--- src/rtl/mdu_pkg.sv ---
// Shared definitions for the iterative multiply/divide unit: op encodings,
// FSM state type and per-op latency lookup.
package mdu_pkg;

  localparam logic [3:0] MDU_MFHI  = 4'd0;
  localparam logic [3:0] MDU_MFLO  = 4'd1;
  localparam logic [3:0] MDU_MTHI  = 4'd2;
  localparam logic [3:0] MDU_MTLO  = 4'd3;
  localparam logic [3:0] MDU_MULT  = 4'd4;
  localparam logic [3:0] MDU_MULTU = 4'd5;
  localparam logic [3:0] MDU_DIV   = 4'd6;
  localparam logic [3:0] MDU_DIVU  = 4'd7;
  localparam logic [3:0] MDU_MADD  = 4'd8;
  localparam logic [3:0] MDU_MADDU = 4'd9;
  localparam logic [3:0] MDU_MSUB  = 4'd10;
  localparam logic [3:0] MDU_MSUBU = 4'd11;

  typedef enum logic [2:0] {
    ST_IDLE,
    ST_MUL,
    ST_DIV_PRE,
    ST_DIV_ITER,
    ST_DIV_POST
  } mdu_state_t;

  // Cycles from accept edge to commit edge; 0 for ops that never sequence.
  function automatic int unsigned mdu_latency(input logic [3:0] op,
                                              input int unsigned width,
                                              input int unsigned mul_lat);
    case (op)
      MDU_MULT, MDU_MULTU, MDU_MADD, MDU_MADDU, MDU_MSUB, MDU_MSUBU: return mul_lat;
      MDU_DIV, MDU_DIVU: return width + 2;
      default: return 0;
    endcase
  endfunction

endpackage

--- src/rtl/mdu_div_core.sv ---
// Radix-2 restoring divider on unsigned magnitudes: one quotient bit per step,
// `last` flags the step that produces the final bit.
module mdu_div_core #(
  parameter int unsigned WIDTH = 32
) (
  input  logic             clk,
  input  logic             reset_n,
  input  logic             load,
  input  logic             step,
  input  logic [WIDTH-1:0] dividend,
  input  logic [WIDTH-1:0] divisor,
  output logic [WIDTH-1:0] quotient,
  output logic [WIDTH-1:0] remainder,
  output logic             last
);

  localparam int unsigned CW = (WIDTH > 1) ? $clog2(WIDTH) : 1;

  logic [WIDTH-1:0] q;
  logic [WIDTH-1:0] r;
  logic [WIDTH-1:0] d;
  logic [CW-1:0]    cnt;
  logic [WIDTH:0]   trial;

  // Shift in the next dividend bit and try to subtract the divisor.
  assign trial = {r, q[WIDTH-1]} - {1'b0, d};

  always_ff @(posedge clk or negedge reset_n) begin
    if (!reset_n) begin
      q   <= '0;
      r   <= '0;
      d   <= '0;
      cnt <= '0;
    end else if (load) begin
      q   <= dividend;
      r   <= '0;
      d   <= divisor;
      cnt <= '0;
    end else if (step) begin
      if (!trial[WIDTH]) begin
        r <= trial[WIDTH-1:0];
        q <= {q[WIDTH-2:0], 1'b1};
      end else begin
        r <= {r[WIDTH-2:0], q[WIDTH-1]};
        q <= {q[WIDTH-2:0], 1'b0};
      end
      cnt <= cnt + CW'(1);
    end
  end

  assign quotient  = q;
  assign remainder = r;
  assign last      = (cnt == CW'(WIDTH - 1));

endmodule

--- src/rtl/mdu_iter.sv ---
// Iterative multiply/divide unit holding HI/LO with fixed-latency multiply,
// restoring divide and abortable sequencing. MDU_MACC_EN enables MADD/MSUB ops.
module mdu_iter
  import mdu_pkg::*;
#(
  parameter int unsigned WIDTH   = 32,
  parameter int unsigned MUL_LAT = 5
) (
  input  logic             clk,
  input  logic             reset_n,
  input  logic             start,
  input  logic [3:0]       op,
  input  logic [WIDTH-1:0] src_a,
  input  logic [WIDTH-1:0] src_b,
  input  logic             cancel,
  output logic             busy,
  output logic             done,
  output logic [WIDTH-1:0] result
);

  localparam int unsigned PW = 2 * WIDTH;

  mdu_state_t       state;
  logic [3:0]       cnt;
  logic [WIDTH-1:0] hi;
  logic [WIDTH-1:0] lo;
  logic [WIDTH-1:0] a_q;
  logic [WIDTH-1:0] b_q;
  logic             mul_sgn;
  logic             div_sgn;
  logic             q_neg;
  logic             r_neg;
  logic             div0;
`ifdef MDU_MACC_EN
  logic             acc_add;
  logic             acc_sub;
`endif

  logic             accept;
  logic             is_mul;
  logic             is_div;
  logic [PW-1:0]    ext_a;
  logic [PW-1:0]    ext_b;
  logic [PW-1:0]    prod;
  logic [PW-1:0]    mul_res;
  logic [WIDTH-1:0] a_mag;
  logic [WIDTH-1:0] b_mag;
  logic [WIDTH-1:0] quot;
  logic [WIDTH-1:0] rem;
  logic [WIDTH-1:0] q_fin;
  logic [WIDTH-1:0] r_fin;
  logic             div_last;

  assign accept = start && !busy && !cancel;

  // Legal sequencing ops; accumulate ops only exist in the MACC build.
  always_comb begin
    is_mul = (op == MDU_MULT) || (op == MDU_MULTU);
`ifdef MDU_MACC_EN
    is_mul = is_mul || (op == MDU_MADD) || (op == MDU_MADDU) ||
             (op == MDU_MSUB) || (op == MDU_MSUBU);
`endif
    is_div = (op == MDU_DIV) || (op == MDU_DIVU);
  end

  // One multiplier serves both signednesses: extend to 2W, keep low 2W bits.
  assign ext_a = {{WIDTH{mul_sgn & a_q[WIDTH-1]}}, a_q};
  assign ext_b = {{WIDTH{mul_sgn & b_q[WIDTH-1]}}, b_q};
  assign prod  = ext_a * ext_b;

  always_comb begin
    mul_res = prod;
`ifdef MDU_MACC_EN
    if (acc_add)      mul_res = {hi, lo} + prod;
    else if (acc_sub) mul_res = {hi, lo} - prod;
`endif
  end

  assign a_mag = (div_sgn && a_q[WIDTH-1]) ? -a_q : a_q;
  assign b_mag = (div_sgn && b_q[WIDTH-1]) ? -b_q : b_q;
  assign q_fin = q_neg ? -quot : quot;
  assign r_fin = r_neg ? -rem  : rem;

  mdu_div_core #(.WIDTH(WIDTH)) u_div (
    .clk       (clk),
    .reset_n   (reset_n),
    .load      (state == ST_DIV_PRE),
    .step      (state == ST_DIV_ITER),
    .dividend  (a_mag),
    .divisor   (b_mag),
    .quotient  (quot),
    .remainder (rem),
    .last      (div_last)
  );

  always_ff @(posedge clk or negedge reset_n) begin
    if (!reset_n) begin
      state   <= ST_IDLE;
      cnt     <= '0;
      hi      <= '0;
      lo      <= '0;
      a_q     <= '0;
      b_q     <= '0;
      mul_sgn <= 1'b0;
      div_sgn <= 1'b0;
      q_neg   <= 1'b0;
      r_neg   <= 1'b0;
      div0    <= 1'b0;
      busy    <= 1'b0;
      done    <= 1'b0;
`ifdef MDU_MACC_EN
      acc_add <= 1'b0;
      acc_sub <= 1'b0;
`endif
    end else begin
      done <= 1'b0;
      if (state != ST_IDLE && cancel) begin
        state <= ST_IDLE;
        busy  <= 1'b0;
      end else begin
        case (state)
          ST_IDLE: begin
            if (accept) begin
              if (op == MDU_MTHI) hi <= src_a;
              if (op == MDU_MTLO) lo <= src_a;
              if (is_mul) begin
                a_q     <= src_a;
                b_q     <= src_b;
                mul_sgn <= (op == MDU_MULT) || (op == MDU_MADD) || (op == MDU_MSUB);
`ifdef MDU_MACC_EN
                acc_add <= (op == MDU_MADD) || (op == MDU_MADDU);
                acc_sub <= (op == MDU_MSUB) || (op == MDU_MSUBU);
`endif
                cnt     <= 4'(mdu_latency(op, WIDTH, MUL_LAT) - 1);
                state   <= ST_MUL;
                busy    <= 1'b1;
              end
              if (is_div) begin
                a_q     <= src_a;
                b_q     <= src_b;
                div_sgn <= (op == MDU_DIV);
                state   <= ST_DIV_PRE;
                busy    <= 1'b1;
              end
            end
          end
          ST_MUL: begin
            if (cnt == 4'd0) begin
              {hi, lo} <= mul_res;
              done     <= 1'b1;
              busy     <= 1'b0;
              state    <= ST_IDLE;
            end else begin
              cnt <= cnt - 4'd1;
            end
          end
          ST_DIV_PRE: begin
            q_neg <= div_sgn && (a_q[WIDTH-1] ^ b_q[WIDTH-1]);
            r_neg <= div_sgn && a_q[WIDTH-1];
            div0  <= (b_q == '0);
            state <= ST_DIV_ITER;
          end
          ST_DIV_ITER: begin
            if (div_last) state <= ST_DIV_POST;
          end
          ST_DIV_POST: begin
            // Divide-by-zero returns all-ones quotient and the raw dividend.
            if (div0) begin
              lo <= '1;
              hi <= a_q;
            end else begin
              lo <= q_fin;
              hi <= r_fin;
            end
            done  <= 1'b1;
            busy  <= 1'b0;
            state <= ST_IDLE;
          end
          default: begin
            state <= ST_IDLE;
            busy  <= 1'b0;
          end
        endcase
      end
    end
  end

  always_comb begin
    result = '0;
    if (op == MDU_MFHI)      result = hi;
    else if (op == MDU_MFLO) result = lo;
  end

endmodule

--- config.mk ---
export PLATFORM = sky130hd
export DESIGN_NAME = mdu_iter
export DESIGN_NICKNAME = d
export VERILOG_FILES = /design/src/rtl/mdu_pkg.sv /design/src/rtl/mdu_div_core.sv /design/src/rtl/mdu_iter.sv
export SDC_FILE = /design/constraint.sdc
export NUM_CORES = 2
export LEC_CHECK = 0
export CAP_MARGIN = 10
export CORE_MARGIN = 5
export CORE_UTILIZATION = 60
export DETAILED_ROUTE_END_ITERATION = 10
export GPL_TIMING_DRIVEN = 1
export PLACE_DENSITY = 0.76
export REMOVE_ABC_BUFFERS = 1
export SLEW_MARGIN = 20
export SYNTH_ARGS = -nofsm -noshare
export SYNTH_HDL_FRONTEND = slang
export SYNTH_SLANG_ARGS = --single-unit
export TNS_END_PERCENT = 1
--- constraint.sdc ---
create_clock -name clk -period 10.75 [get_ports clk]
set_input_delay 2.15 -clock clk [delete_from_list [all_inputs] [get_ports clk]]
set_output_delay 2.15 -clock clk [all_outputs]
set_load 0.01 [all_outputs]
==> results.json <==
{
  "ys_warn_count": 0,
  "fp.coreArea_sq_mm": 0.08837,
  "worst_slew_pin_slew_ps": 1181,
  "finalSetupTns_ps": 0,
  "final_cell_count_no_fill": 7077,
  "grt_pass1_wl_mm": 252.2,
  "final_common_cell": "inv_1",
  "die-area_sq_mm": 0.09507,
  "max_cap_violations": 0,
  "layout.nets": 7341,
  "crit_path_end_kind": "flop",
  "drt_drc_violations_left": 0,
  "critical_path_buf_inv_count": 4,
  "tritoncts": "built",
  "slew-limit-headroom": 0.2126,
  "h-tree-depth": 1,
  "synth_edf_count": 0,
  "hpwl_mm": 125.0,
  "syn2layout_area_growth_pct": 5.502,
  "drtIter0Drc": 3644,
  "utilization": 0.6375,
  "synth-simple-area-share": 0.1504,
  "dr.pass1.iters": 6,
  "ys_seq_elements": 243,
  "crit_path_frequent_cell": "fa_1",
  "critPathKind": "flop to flop",
  "yosysSeqAreaShare": 0.1139,
  "drive_gt1_frac": 0.04415,
  "synthMuxAreaShare": 0.01753,
  "initial_core_util": 0.6042,
  "routabilityCongestion": 0.9801,
  "synth-compound-area-share": 0.09211,
  "track_usage": 0.3380,
  "hold_buffers": 0,
  "ant_nets": 0,
  "clk_latency_ps": 580,
  "synth-async-reset-ratio": 1.000,
  "syn_inst": 6031,
  "required_ps": 11250,
  "nFillCells": 7398,
  "grt-ovfl-total": 0,
  "cpPeakStageDelay_ps": 1070,
  "status": "complete, no violations",
  "synth_area_per_cell_sq_um": 8.854,
  "maxSlewViolCount": 0,
  "hold_viol": 0,
  "antenna_found_initial": 5,
  "fp.dieW_um": 308.3,
  "cts_resized": 0,
  "max_freq_mhz": 110.2,
  "grt_pass1_vias": 45670,
  "clock_sinks": 243,
  "synthXorXnorAreaFrac": 0.03412,
  "crit_path_max_fanout": 24,
  "vias": 42225,
  "synth_area_leaders": "fa_1, dfrtp_1, inv_1",
  "yosysUniqueCellTypes": 72,
  "vias_per_cell": 5.967,
  "wl_per_cell_um": 22.16,
  "dp.cells": 7026,
  "yosysTopAreaCell": "fa_1",
  "rsz0062_at_grt": "false",
  "crit_chain": "and3_1, fa_1, fa_1, fa_1, inv_1, fa_1, inv_1, fa_1, fa_1, fa_1, inv_1, fa_1, inv_1, ha_1, a21o_1, a21o_1, a21oi_1, o21ai_0, a2111oi_0, o221ai_1, a21oi_1, o21ai_0, nor3b_1, nor3_1",
  "num_io_pins": 106,
  "crit_slowest_cell": "dfrtp_1",
  "synth.cell_area_sq_mm": 0.05340,
  "cp_data_arrival_time_ps": 9570,
  "min_path_type": "flop to flop",
  "cts_root_buffer": "clkbuf_16",
  "fp-row-count": 109,
  "synth_top_family_by_area": "adder cells",
  "port-buffer-count": 105,
  "die_h_um": 308.3,
  "synth_ff_type": "dfrtp_1",
  "routed_wl_mm": 156.8,
  "timing.hold.ws_ps": 481.6,
  "most-common-layout-cells": "inv_1, fa_1, nand2_1",
  "synth_fa_ha_area_frac": 0.4812,
  "synth_top_area_share": 0.4221,
  "fin_crit_ps": 9070,
  "finalClockSkew_ps": 29.03,
  "grt_max_degree": 119,
  "clk_path_buf_depth": 3,
  "critPathLaunchType": "flop",
  "finalSetupViolations": 0,
  "cts_made_buffers": 27,
  "clk_pin_slew_ps": 80,
  "fin_crit_sh": 0.8438,
  "postCtsSetupBuffers": 0,
  "critPathTopFamily": "adder cells"
}
-- metal layers --
layer  global-route usage  part of all wire
met1               0.4529              0.39
met2               0.5449              0.46
met3              0.06702             0.099
met4               0.1412             0.054
met5                    0          0.000083
-- state kept, by name, summed over array words and instances, names as in the netlist --
register	cells
a_q	32
b_q	32
busy	1
cnt	4
div0	1
div_sgn	1
done	1
hi	32
lo	32
mul_sgn	1
q_neg	1
r_neg	1
state	3
u_div.cnt	5
u_div.d	32
u_div.quotient	32
u_div.remainder	32
-- kinds of logic (layout without fill, tap and decap cells) --
kind of cell	count (synthesis)	after routing
AO/OA/AOI/OAI	777	777
XOR/XNOR	208	208
adder cells (fa/ha/maj)	1378	1378
buffers and inverters	1574	1454
flip-flops	243	243
multiplexers	85	85
other	0	1
AND/OR/NAND/NOR	1766	1766
-- per-stage QoR --
stage | setup slack (ps) | instance area [sq um]
finish | 1680 | 56340
global route | 1237 | 56340
CTS | 1843 | 56320
detailed placement | 1867 | 55370
global placement | 1794 | 55370
floorplan | 2366 | 51950
-- area by class of cell --
| class | count | area [sq um] | area share |
|---|---|---|---|
| clock inverter | 11 | 181.4 | 0.003220 |
| clock buffer | 38 | 767.0 | 0.01361 |
| tap | 1165 | 1458 | 0.02587 |
| timing repair buffer | 215 | 1898 | 0.03369 |
| inverter | 1190 | 4467 | 0.07929 |
| antenna | 1 | 2.502 | 0.00004442 |
| sequential | 243 | 6088 | 0.1081 |
| multi-input combinational | 4214 | 41480 | 0.7362 |
-- path summary, 6_finish.rpt --
| path | from | cells after the start | slack [ps] | end |
|---|---|---|---|---|
| hold / removal | hi[2] | 2 | 480 | hi[2] |
| setup / recovery | b_q[4] | 24 | 1680 | hi[29] |
| setup reg to reg | b_q[4] | 24 | 1680 | hi[29] |
| min in group asynchronous | reset_n | 1 | 1630 | hi[13] |
| hold reg to reg | hi[2] | 2 | 480 | hi[2] |
| max in group asynchronous | reset_n | 2 | 7610 | a_q[11] |
-- worst register-to-register path, cell delays in order (launching register included) --
cell	delay, ps
dfrtp_1	1070
and3_1	370
fa_1	490
fa_1	560
fa_1	530
inv_1	420
fa_1	510
inv_1	90
fa_1	440
fa_1	500
fa_1	490
inv_1	50
fa_1	480
inv_1	40
ha_1	400
a21o_1	220
a21o_1	170
a21oi_1	230
o21ai_0	180
a2111oi_0	650
o221ai_1	180
a21oi_1	360
o21ai_0	200
nor3b_1	180
nor3_1	190
-- cell usage after synthesis (26+ instances only) --
| cell type | number |
|---|---|
| a21o_1 | 49 |
| a21oi_1 | 181 |
| a22o_1 | 33 |
| a31oi_1 | 31 |
| and2_1 | 350 |
| and3_1 | 36 |
| buf_1 | 73 |
| clkbuf_1 | 308 |
| dfrtp_1 | 243 |
| fa_1 | 1126 |
| ha_1 | 252 |
| inv_1 | 1189 |
| mux2_2 | 68 |
| nand2_1 | 956 |
| nand3_1 | 31 |
| nor2_1 | 236 |
| nor3_1 | 39 |
| o21ai_0 | 245 |
| o31ai_1 | 33 |
| or3_1 | 26 |
| xnor2_1 | 125 |
| xor2_1 | 83 |
Power is left out: the tool's default activity adds up to more than one toggle a clock period on the data nets, which glitch-free logic cannot reach.
